## src/rtl/parity_frame_serializer_if.sv

```systemverilog
// ----------------------------------------------------------------------------
// parity_frame_serializer_if
//
// Bundles the parallel load handshake and the serial frame outputs of
// parity_frame_serializer.
//
//   data_in    [WIDTH-1:0]  parallel word offered by the producer
//   load                    data_in is valid
//   ready                   serializer can accept a word
//   frame_clr               one-cycle clear pulse for the downstream checker
//   bit_out                 current serial bit (MSB first)
//   bit_valid               bit_out carries a data bit this cycle
//   bit_last                bit_out is the final (LSB) bit of the frame
//   exp_parity              XOR-reduction of the captured word
//   frame_done              one-cycle pulse in the cycle after the last bit
//
// Modports:
//   master - producer / consumer side (drives data_in and load)
//   slave  - the serializer itself
// ----------------------------------------------------------------------------
interface parity_frame_serializer_if #(
  parameter int WIDTH = 8
);

  logic [WIDTH-1:0] data_in;
  logic             load;
  logic             ready;
  logic             frame_clr;
  logic             bit_out;
  logic             bit_valid;
  logic             bit_last;
  logic             exp_parity;
  logic             frame_done;

  modport master (
    output data_in,
    output load,
    input  ready,
    input  frame_clr,
    input  bit_out,
    input  bit_valid,
    input  bit_last,
    input  exp_parity,
    input  frame_done
  );

  modport slave (
    input  data_in,
    input  load,
    output ready,
    output frame_clr,
    output bit_out,
    output bit_valid,
    output bit_last,
    output exp_parity,
    output frame_done
  );

endinterface

```

## src/rtl/parity_frame_serializer.sv

```systemverilog
// ----------------------------------------------------------------------------
// parity_frame_serializer
//
// Feeds a serial odd-parity checker. A word accepted over load/ready is
// announced with a one-cycle frame_clr pulse (used as the checker's reset),
// then shifted out MSB-first one bit per clock, followed by a frame_done
// pulse and GAP_CYCLES idle cycles before ready returns. The reference
// parity of the captured word is published on exp_parity for the duration
// of the frame.
//
// Parameters:
//   WIDTH       word length in bits (>= 1)
//   GAP_CYCLES  idle cycles after the last bit before ready reasserts (>= 0)
//
// Ports:
//   clk    system clock, all state updates on the rising edge
//   reset  synchronous active-high reset; aborts any frame in flight
//   bus    handshake and serial outputs (slave side of the interface)
//
// Every output is a flop. The output decode therefore works on next-state
// values, so each strobe lines up with the cycle the FSM is actually in.
// ----------------------------------------------------------------------------
module parity_frame_serializer #(
  parameter int WIDTH      = 8,
  parameter int GAP_CYCLES = 2
) (
  input  logic                        clk,
  input  logic                        reset,
  parity_frame_serializer_if.slave    bus
);

  // One counter is shared by SHIFT (bit index) and GAP (idle count).
  localparam int CMAX = (WIDTH > GAP_CYCLES) ? WIDTH : GAP_CYCLES;
  localparam int CW   = (CMAX > 1) ? $clog2(CMAX) : 1;

  localparam logic [CW-1:0] LAST_BIT = CW'(WIDTH - 1);
  localparam logic [CW-1:0] LAST_GAP = CW'((GAP_CYCLES > 0) ? GAP_CYCLES - 1 : 0);

  typedef enum logic [1:0] {
    IDLE,
    CLR,
    SHIFT,
    GAP
  } state_e;

  state_e           state_q,      state_d;
  logic [WIDTH-1:0] sreg_q,       sreg_d;
  logic [CW-1:0]    cnt_q,        cnt_d;
  logic             accept;

  logic             ready_q,      ready_d;
  logic             frame_clr_q,  frame_clr_d;
  logic             bit_out_q,    bit_out_d;
  logic             bit_valid_q,  bit_valid_d;
  logic             bit_last_q,   bit_last_d;
  logic             exp_parity_q, exp_parity_d;
  logic             frame_done_q, frame_done_d;

  // --------------------------------------------------------------------------
  // State and output registers
  // --------------------------------------------------------------------------
  always_ff @(posedge clk) begin
    if (reset) begin
      state_q      <= IDLE;
      sreg_q       <= '0;
      cnt_q        <= '0;
      ready_q      <= 1'b0;
      frame_clr_q  <= 1'b0;
      bit_out_q    <= 1'b0;
      bit_valid_q  <= 1'b0;
      bit_last_q   <= 1'b0;
      exp_parity_q <= 1'b0;
      frame_done_q <= 1'b0;
    end else begin
      state_q      <= state_d;
      sreg_q       <= sreg_d;
      cnt_q        <= cnt_d;
      ready_q      <= ready_d;
      frame_clr_q  <= frame_clr_d;
      bit_out_q    <= bit_out_d;
      bit_valid_q  <= bit_valid_d;
      bit_last_q   <= bit_last_d;
      exp_parity_q <= exp_parity_d;
      frame_done_q <= frame_done_d;
    end
  end

  // --------------------------------------------------------------------------
  // Next-state logic (FSM, shift register, counter)
  // --------------------------------------------------------------------------
  always_comb begin
    state_d = state_q;
    sreg_d  = sreg_q;
    cnt_d   = cnt_q;
    accept  = 1'b0;

    unique case (state_q)
      IDLE: begin
        // Qualify with the registered ready: in the first cycle after reset
        // the FSM is already in IDLE but ready is still low.
        if (bus.load && ready_q) begin
          accept  = 1'b1;
          sreg_d  = bus.data_in;
          state_d = CLR;
        end
      end

      CLR: begin
        cnt_d   = '0;
        state_d = SHIFT;
      end

      SHIFT: begin
        // The first bit is taken from the unshifted word on entry; each
        // SHIFT cycle then advances the next bit into the MSB position.
        sreg_d = sreg_q << 1;
        if (cnt_q == LAST_BIT) begin
          cnt_d   = '0;
          state_d = (GAP_CYCLES == 0) ? IDLE : GAP;
        end else begin
          cnt_d = cnt_q + 1'b1;
        end
      end

      GAP: begin
        if (cnt_q == LAST_GAP) begin
          cnt_d   = '0;
          state_d = IDLE;
        end else begin
          cnt_d = cnt_q + 1'b1;
        end
      end

      default: begin
        state_d = IDLE;
      end
    endcase
  end

  // --------------------------------------------------------------------------
  // Output decode (values the output flops take at the coming edge)
  // --------------------------------------------------------------------------
  always_comb begin
    ready_d      = (state_d == IDLE);
    frame_clr_d  = (state_d == CLR);
    bit_valid_d  = (state_d == SHIFT);
    bit_out_d    = bit_valid_d & sreg_d[WIDTH-1];
    bit_last_d   = bit_valid_d && (cnt_d == LAST_BIT);
    frame_done_d = (state_q == SHIFT) && (cnt_q == LAST_BIT);

    // Parity is held through the frame_done cycle even when GAP_CYCLES==0
    // puts that cycle in IDLE; it is cleared on any later IDLE cycle.
    if (accept) begin
      exp_parity_d = ^bus.data_in;
    end else if ((state_d == IDLE) && !frame_done_d) begin
      exp_parity_d = 1'b0;
    end else begin
      exp_parity_d = exp_parity_q;
    end
  end

  assign bus.ready      = ready_q;
  assign bus.frame_clr  = frame_clr_q;
  assign bus.bit_out    = bit_out_q;
  assign bus.bit_valid  = bit_valid_q;
  assign bus.bit_last   = bit_last_q;
  assign bus.exp_parity = exp_parity_q;
  assign bus.frame_done = frame_done_q;

endmodule

```

## src/flat_wrapper.sv

```systemverilog
// flat-port wrapper written by rule: the top's interface ports become plain ports
module parity_frame_serializer_flat 
#(
  parameter int WIDTH      = 8,
  parameter int GAP_CYCLES = 2
)
  (clk, reset, bus_data_in, bus_load, bus_ready, bus_frame_clr, bus_bit_out, bus_bit_valid, bus_bit_last, bus_exp_parity, bus_frame_done);
  parity_frame_serializer_if #(.WIDTH(WIDTH)) bus_i ();
  input  logic clk;
  input  logic reset;
  input wire logic [$bits(bus_i.data_in)-1:0] bus_data_in;
  input wire logic [$bits(bus_i.load)-1:0] bus_load;
  output wire logic [$bits(bus_i.ready)-1:0] bus_ready;
  output wire logic [$bits(bus_i.frame_clr)-1:0] bus_frame_clr;
  output wire logic [$bits(bus_i.bit_out)-1:0] bus_bit_out;
  output wire logic [$bits(bus_i.bit_valid)-1:0] bus_bit_valid;
  output wire logic [$bits(bus_i.bit_last)-1:0] bus_bit_last;
  output wire logic [$bits(bus_i.exp_parity)-1:0] bus_exp_parity;
  output wire logic [$bits(bus_i.frame_done)-1:0] bus_frame_done;
  assign bus_i.data_in = bus_data_in;
  assign bus_i.load = bus_load;
  assign bus_ready = bus_i.ready;
  assign bus_frame_clr = bus_i.frame_clr;
  assign bus_bit_out = bus_i.bit_out;
  assign bus_bit_valid = bus_i.bit_valid;
  assign bus_bit_last = bus_i.bit_last;
  assign bus_exp_parity = bus_i.exp_parity;
  assign bus_frame_done = bus_i.frame_done;
  parity_frame_serializer #(.WIDTH(WIDTH), .GAP_CYCLES(GAP_CYCLES)) u_core (.clk(clk), .reset(reset), .bus(bus_i));
endmodule
```

## config.mk

```make
export PLATFORM = sky130hd
export DESIGN_NAME = parity_frame_serializer_flat
export DESIGN_NICKNAME = d
export VERILOG_FILES = /design/src/rtl/parity_frame_serializer_if.sv /design/src/rtl/parity_frame_serializer.sv /design/src/flat_wrapper.sv
export SDC_FILE = /design/constraint.sdc
export NUM_CORES = 1
export LEC_CHECK = 0
export BUFFER_PORTS_ARGS = -buffer_cell sky130_fd_sc_hd__buf_2
export CORE_ASPECT_RATIO = 0.7
export CORE_MARGIN = 1.5
export CORE_UTILIZATION = 45
export DETAILED_ROUTE_END_ITERATION = 16
export GPL_TIMING_DRIVEN = 0
export PLACE_DENSITY = 0.69
export SLEW_MARGIN = 5
export SYNTH_ARGS = -nofsm -noshare
export SYNTH_HDL_FRONTEND = slang
export SYNTH_SLANG_ARGS = --single-unit
export TNS_END_PERCENT = 20
```

## constraint.sdc

```tcl
create_clock -name clk -period 3.71 [get_ports clk]
set_input_delay 0.1855 -clock clk [delete_from_list [all_inputs] [get_ports clk]]
set_output_delay 0.1855 -clock clk [all_outputs]
set_load 0.01 [all_outputs]
```

==> reports/metrics.cfg, run 1 <==
[route]
viasPerCell = 5.45
vias = 845
drt_wl_total_um = 2090
remaining_drc_errors = 0
ant_nets = 0
wl_per_cell_um = 13.5
dr.pass1.iters = 4
drt_iter0_markers = 30

[sta]
finClkSkew_ns = 0.00575
rsz0062_at_grt = no
tightest_slew_ns = 0.415
relSlewSlack_pct = 72.4
fmax_ghz = 0.680
hold_violations = 0
period_share_pct = 39.6
setup_viol = 0
period_needed_ns = 1.47
maxSlewViolCount = 0
setup_tns_ns = 0

[power_and_ir_drop]
switching_share_pct = 24.8
leakage_nw = 0.464
intPower_uw = 382
comb_power_share_pct = 18.0
peakVddDrop_mv = 0.355
p_sw_uw = 126
powerDensity_nw_per_um2 = 437
p_clk_share_pct = 35.1
p_seq_share_pct = 46.9

[setup_path]
r2r_setup_slack_ns = 2.24
endpoint_kind = flip-flop
crit_family = adder cells
cp.arrival_ns = 1.73
critPathSlowestCell = dfxtp_1
cp_common_cell = ha_1
path_cells = ha_1, ha_1, nor2_1, a21oi_1, o31ai_1, and3_1
max_stage_delay_ns = 0.38
r2r-start = u_core.cnt_q[0]
worst-setup-path-type = reg2reg
cp-start-kind = flip-flop
worst-path-max-fanout = 5
r2r_cells = 6
crit_buf_inv = 0
reg2reg_to = u_core.bus.bit_last
required_ns = 3.97

[layout]
largest_reg_flops = 8
syn2layout_area_growth_pct = 17.1
fill_cells = 177
fin_nets = 141
num_antenna_cells = 0
instances_no_fill = 155
top_register = u_core.sreg_q
drive_gt1_share_pct = 27.2
top_regs = u_core.sreg_q (8), u_core.cnt_q (3), u_core.state_q (2)
fin_util_pct = 59.1

[clock_tree]
clk-insertion-delay-late_ns = 0.30
clk_pin_slew_worst_paths_ns = 0.12
cts_made_buffers = 3
clkSinkCount = 20
cts_setup_buffers = 0
cts_max_level = 1
cts_hold_buf = 0
root_buffer = clkbuf_4
tritoncts = built
clockBufferDepth = 2
ctsResizeCount = 0

[floorplan]
io_pins = 18
rows = 13
chipHeight_um = 42.3
die_w_um = 59.1
start_util_pct = 50.4
core-area_um2 = 1970
dieArea_um2 = 2500

[logic_synthesis]
avgSynthCellArea_um2 = 9.45
ys_seq_area_share_pct = 40.4
ys_seq_elements = 20
yosys_warnings = 0
synth_cells = 105
ys_async_sr_fraction_pct = 0
syn-cell-area_um2 = 992
synth.most_common_cell = dfxtp_1
ys.flop_type = dfxtp_1
yosys-top-cells-area = dfxtp_1, o31a_1, xnor2_1
synth_top_area_share_pct = 40.4
netlist_top_cells_count = dfxtp_1, nor2_1, nand2b_1
syn-num-nets = 120
yosysUniqueCellTypes = 35
synth_edf_count = 0
synth_top_area_cell = dfxtp_1

[grt]
grt_pass1_wl_um = 3600
grt_overflow = 0
grt_use_met1_pct = 28.2
grt_pass1_vias = 765
grt_use_met2_pct = 28.2
met3_usage_pct = 6.48
antenna_found_initial = 0
grt_start_max_net_pins = 13
grt_busiest_layer = met1
grt_use_total_pct = 19.4

[worst_hold_path]
hp-class = in2reg
min_to = u_core.sreg_q[0]
min_path_cells = 3
hp-start = bus_data_in[0]

[place]
place_congestion = 0.779
placedCellCount = 151
post-dp-hpwl_um = 1550
io_buffers = 16

[outcome]
status = complete, no violations

[job]
drv_cap = 0

-- how the worst max path moves through the flow --
stage | depth (start not counted) | to | startpoint | slack [ns]
finish | 6 | u_core.bus.bit_last | u_core.cnt_q[0] | 2.24
global placement | 6 | u_core.bus.bit_last | u_core.cnt_q[0] | 2.28
CTS | 6 | u_core.bus.bit_last | u_core.cnt_q[0] | 2.25
detailed placement | 6 | u_core.cnt_q[0] | u_core.cnt_q[0] | 2.28
global route | 6 | u_core.cnt_q[0] | u_core.cnt_q[0] | 2.08
floorplan | 6 | u_core.bus.bit_last | u_core.cnt_q[0] | 2.40
-- per-layer routing --
metal	vias to the layer above	routed length, um
met2	30	882
li1	417	-
met3	2	127
met1	396	1060
met5	-	0
met4	0	15
-- final cells by class --
cell class | count | area (um2) | share of cell area [%]
well taps | 30 | 37.5 | 3.23
repair buffers | 16 | 80.1 | 6.89
clock buffers | 3 | 22.5 | 1.94
multi-input cells | 75 | 526 | 45.2
inverters | 4 | 15.0 | 1.29
flip-flops and latches | 20 | 400 | 34.4
plain buffers | 6 | 51.3 | 4.41
clock inverters | 1 | 30.0 | 2.58
-- power groups by stage --
stage | clock (mW) | sequential (mW) | combinational [mW]
finish | 0.178 | 0.238 | 0.0912
floorplan | 0 | 0.243 | 0.0658
global placement | 0 | 0.242 | 0.0895
CTS | 0.180 | 0.238 | 0.0913
detailed placement | 0 | 0.243 | 0.0910
global route | 0.192 | 0.240 | 0.102
-- metrics by stage --
stage          instance area, um2  hold WS [ns]  setup slack, ns  power (mW)
2_1_floorplan                 992         0.351             2.40       0.308
3_3_place_gp                 1110         0.457             2.28       0.331
3_5_place_dp                 1110         0.470             2.28       0.334
4_1_cts                      1160         0.177             2.25       0.510
5_1_grt                      1160         0.166             2.08       0.534
6_report                     1160         0.183             2.24       0.508
-- cells by family after synthesis --
| family | after synthesis | share of synthesized area (%) |
|---|---|---|
| simple gates | 35 | 19.8 |
| fa+ha+maj | 4 | 5.04 |
| flops | 20 | 40.4 |
| compound gates | 26 | 18.9 |
| buf+inv | 10 | 6.68 |
| xor+xnor | 7 | 6.18 |
| mux | 3 | 3.03 |
-- placed cells by master, fill, tap and decap left out, types with 4 or more instances in the layout --
master,netlist,routed
a21oi_1,4,4
buf_2,2,18
dfxtp_1,20,20
ha_1,4,4
nand2b_1,8,8
nor2_1,11,11
o22ai_1,6,6
o31a_1,6,6
xnor2_1,6,6
-- worst min-delay path: stages --
cell     delay [ns]
buf_2          0.11
nand4_1        0.08
a21oi_1        0.06
Power figures use the tool's default switching activity.
==> run 2: changes to the inputs <==
ABC_AREA = 1   (was default)
PLACE_DENSITY = 0.68   (was 0.69)
clock period = 1.5 ns   (was 3.71 ns; I/O delays follow)
==> run 2 against run 1 <==
Effect of this change: final area grew 5.0%; setup slack lost 2.1 ns; fmax grew 5.1%; non-clock buffer count shrank 4; synthesized cell count up 53%; die area up 6.4%; combinational power increased by 130%; critical path type unchanged; clock power rose by 75%; core utilization is 3.3 points lower; clock skew shrank 0.0028 ns; highest routed layer unchanged; sequential power rose by 140%; register-to-register slack got worse by 2.1 ns.
==> reports/metrics.cfg, run 2 <==
[clock_tree]
cts_setup_buffers = 0  ; unchanged
cts_max_level = 1  ; unchanged
ctsResizeCount = 0  ; unchanged
root_buffer = clkbuf_4
cts_hold_buf = 0  ; unchanged
tritoncts = built
clkSinkCount = 20  ; unchanged
clockBufferDepth = 2  ; unchanged
clk-insertion-delay-late_ns = 0.30  ; about the same
cts_made_buffers = 3  ; unchanged
clk_pin_slew_worst_paths_ns = 0.11  ; about the same

[power_and_ir_drop]
p_clk_share_pct = 28.3  ; -6.8 points
comb_power_share_pct = 18.8  ; +0.8 points
p_seq_share_pct = 52.8  ; +5.9 points
report.power.total_mw = 1.10  ; +120%
leakage_nw = 0.618  ; +33%
peakVddDrop_mv = 0.391  ; +10%
intPower_uw = 780  ; +100%
powerDensity_nw_per_um2 = 899  ; +110%
switching_share_pct = 28.8  ; +4.0 points
p_sw_uw = 316  ; +150%

[grt]
antenna_found_initial = 0  ; unchanged
grt_pass1_vias = 916  ; +20%
grt_pass1_wl_um = 3870  ; +7.5%
grt_overflow = 0  ; unchanged
grt_use_total_pct = 19.9  ; +0.45 points
grt_start_max_net_pins = 12  ; -1

[logic_synthesis]
ys_seq_area_share_pct = 37.8  ; -2.6 points
yosys-top-cells-area = dfxtp_1, nand2_1, inv_1
synth_top_area_cell = dfxtp_1
ys_async_sr_fraction_pct = 0  ; unchanged
synthSimpleGateAreaFrac_pct = 34.8  ; +15 points
muxShareOfSynthArea_pct = 0  ; -3.0 points
avgSynthCellArea_um2 = 6.58  ; -30%
yosysUniqueCellTypes = 20  ; -43%
synth_compound_area_share_pct = 10.7  ; -8.2 points
synth.most_common_cell = nand2_1
synth_edf_count = 0  ; unchanged
yosys_warnings = 0  ; unchanged
syn-cell-area_um2 = 1060  ; +6.8%
netlist_top_cells_count = nand2_1, inv_1, dfxtp_1
synth_top_family_by_area = simple AND/OR/NAND/NOR gates
ys.flop_type = dfxtp_1
syn-num-nets = 176  ; +47%
ys_seq_elements = 20  ; unchanged
synth_xor_area_share_pct = 0.826  ; -5.4 points
synth_top_area_share_pct = 37.8  ; -2.6 points
synthAdderAreaFrac_pct = 4.72  ; -0.32 points
synth_cells = 161  ; +53%

[layout]
largest_reg_flops = 8  ; unchanged
drive_gt1_share_pct = 17.7  ; -9.5 points
fill_cells = 229  ; +29%
syn2layout_area_growth_pct = 15.1
fin_nets = 197  ; +40%
num_antenna_cells = 0  ; unchanged
top_regs = u_core.sreg_q (8), u_core.cnt_q (3), u_core.state_q (2)
layout_common_cells = nand2_1, inv_1, dfxtp_1, buf_2, nor2_1
top_register = u_core.sreg_q
final_common_cell = nand2_1

[floorplan]
start_util_pct = 48.4  ; -2.0 points
core-area_um2 = 2190  ; +11%
rows = 14  ; +1
io_pins = 18  ; unchanged
chipHeight_um = 43.6  ; +3.1%
dieArea_um2 = 2660  ; +6.4%
die_w_um = 61  ; +3.2%

[sta]
rsz0062_at_grt = no
period_share_pct = 93.3  ; +54 points
relSlewSlack_pct = 66.8  ; -5.5 points
finClkSkew_ns = 0.00292  ; -0.00283 ns
setup_viol = 0  ; unchanged
maxSlewViolCount = 0  ; unchanged
setup_tns_ns = 0  ; unchanged
period_needed_ns = 1.40  ; -0.0707 ns
fin_ws_ns = 0.100  ; -2.14 ns
holdWs_ns = 0.0396  ; -0.143 ns
tightest_slew_ns = 0.498  ; +0.0831 ns
fmax_ghz = 0.714  ; +5.1%
hold_violations = 0  ; unchanged

[route]
vias = 986  ; +17%
ant_nets = 0  ; unchanged
dr.pass1.iters = 4  ; unchanged
drt_wl_total_um = 2130  ; +2.2%
drt_iter0_markers = 72  ; +140%
remaining_drc_errors = 0  ; unchanged
wl_per_cell_um = 10.0  ; -26%
viasPerCell = 4.63  ; -15%

[setup_path]
cp-start-kind = flip-flop
endpoint_kind = flip-flop
r2r-start = u_core.cnt_q[0]
cp.arrival_ns = 1.64  ; -0.09 ns
worst-setup-path-type = reg2reg
r2r_cells = 9  ; +3
r2r_setup_slack_ns = 0.1  ; -2.14 ns
required_ns = 1.74  ; -2.23 ns
worst-path-max-fanout = 4  ; -1
reg2reg_to = u_core.bus.bit_last

[place]
pre_cts_ws_ns = 0.0593  ; -2.22 ns
place_congestion = 0.907  ; +16%
post-dp-hpwl_um = 1670  ; +7.7%
io_buffers = 16  ; unchanged

[worst_hold_path]
min_path_cells = 3  ; unchanged
min_to = u_core.sreg_q[0]
hp-start = bus_data_in[0]
hp-class = in2reg

[job]
drv_cap = 0  ; unchanged

[outcome]
status = complete, no violations

## run 2: cell count changes after synthesis, sizes merged, moves of 6 or more
| cell | previous run | this run |
|---|---|---|
| nand2 | 2 | 60 |
| nand3 | 1 | 7 |
| inv | 4 | 28 |
| o22ai | 6 | 0 |
| nand2b | 8 | 0 |
| o31a | 6 | 0 |
## run 2: kinds of logic (layout without fill, tap and decap cells)
family,Yosys count,after routing
compound gates,18,18
xor+xnor,1,1
fa+ha+maj,4,4
buf+inv,31,51
flops,20,20
simple gates,87,87
## run 2: metal layers
layer  track usage (%)  up-vias  share of wire [%]
met5                 0        -                  0
met4              3.91        0               0.61
met3              6.27        2                5.8
met2              29.9       25                 39
met1              28.2      427                 54
li1                  -      532                  -
## run 2: final cells by class
cell class | count | area [um2] | share of cell area (%)
buffer | 2 | 7.51 | 0.615
clock buffer | 4 | 36.3 | 2.97
inverter | 29 | 110 | 9.03
multi-input combinational | 110 | 544 | 44.6
sequential | 20 | 402 | 32.9
tap | 32 | 40.0 | 3.28
timing repair buffer | 16 | 80.1 | 6.56
## run 2: worst max path at each step
stage,from,endpoint,cells past startpoint
after floorplan,u_core.cnt_q[0],u_core.bus.bit_last,9
after detailed placement,u_core.cnt_q[0],u_core.bus.bit_last,9
after global placement,u_core.cnt_q[0],u_core.bus.bit_last,9
final,u_core.cnt_q[0],u_core.bus.bit_last,9
after global routing,u_core.cnt_q[0],u_core.bus.bit_last,9
after CTS,u_core.cnt_q[0],u_core.bus.bit_last,9
## run 2: worst max-delay path, stage by stage, from the launching register on
cell,delay [ns]
dfxtp_2,0.35
ha_1,0.20
ha_1,0.21
nand2_1,0.11
nand3_2,0.12
inv_2,0.09
nand2_2,0.07
inv_2,0.05
nand2_1,0.04
nor2_1,0.10
## run 2: power groups by stage
stage | combinational [mW] | sequential (mW) | clock [mW]
4_1_cts | 0.204 | 0.579 | 0.318
6_report | 0.206 | 0.579 | 0.311
3_3_place_gp | 0.198 | 0.590 | 0
2_1_floorplan | 0.140 | 0.590 | 0
3_5_place_dp | 0.203 | 0.591 | 0
5_1_grt | 0.242 | 0.583 | 0.342
## run 2: stage by stage
step	area (um2)	util, %	instances
final	1220	55.7	213
after global routing	1220	55.7	213
after CTS	1220	55.5	213
after detailed placement	1180	53.9	209
after global placement	1180	53.9	209
after floorplan	1060	-	161
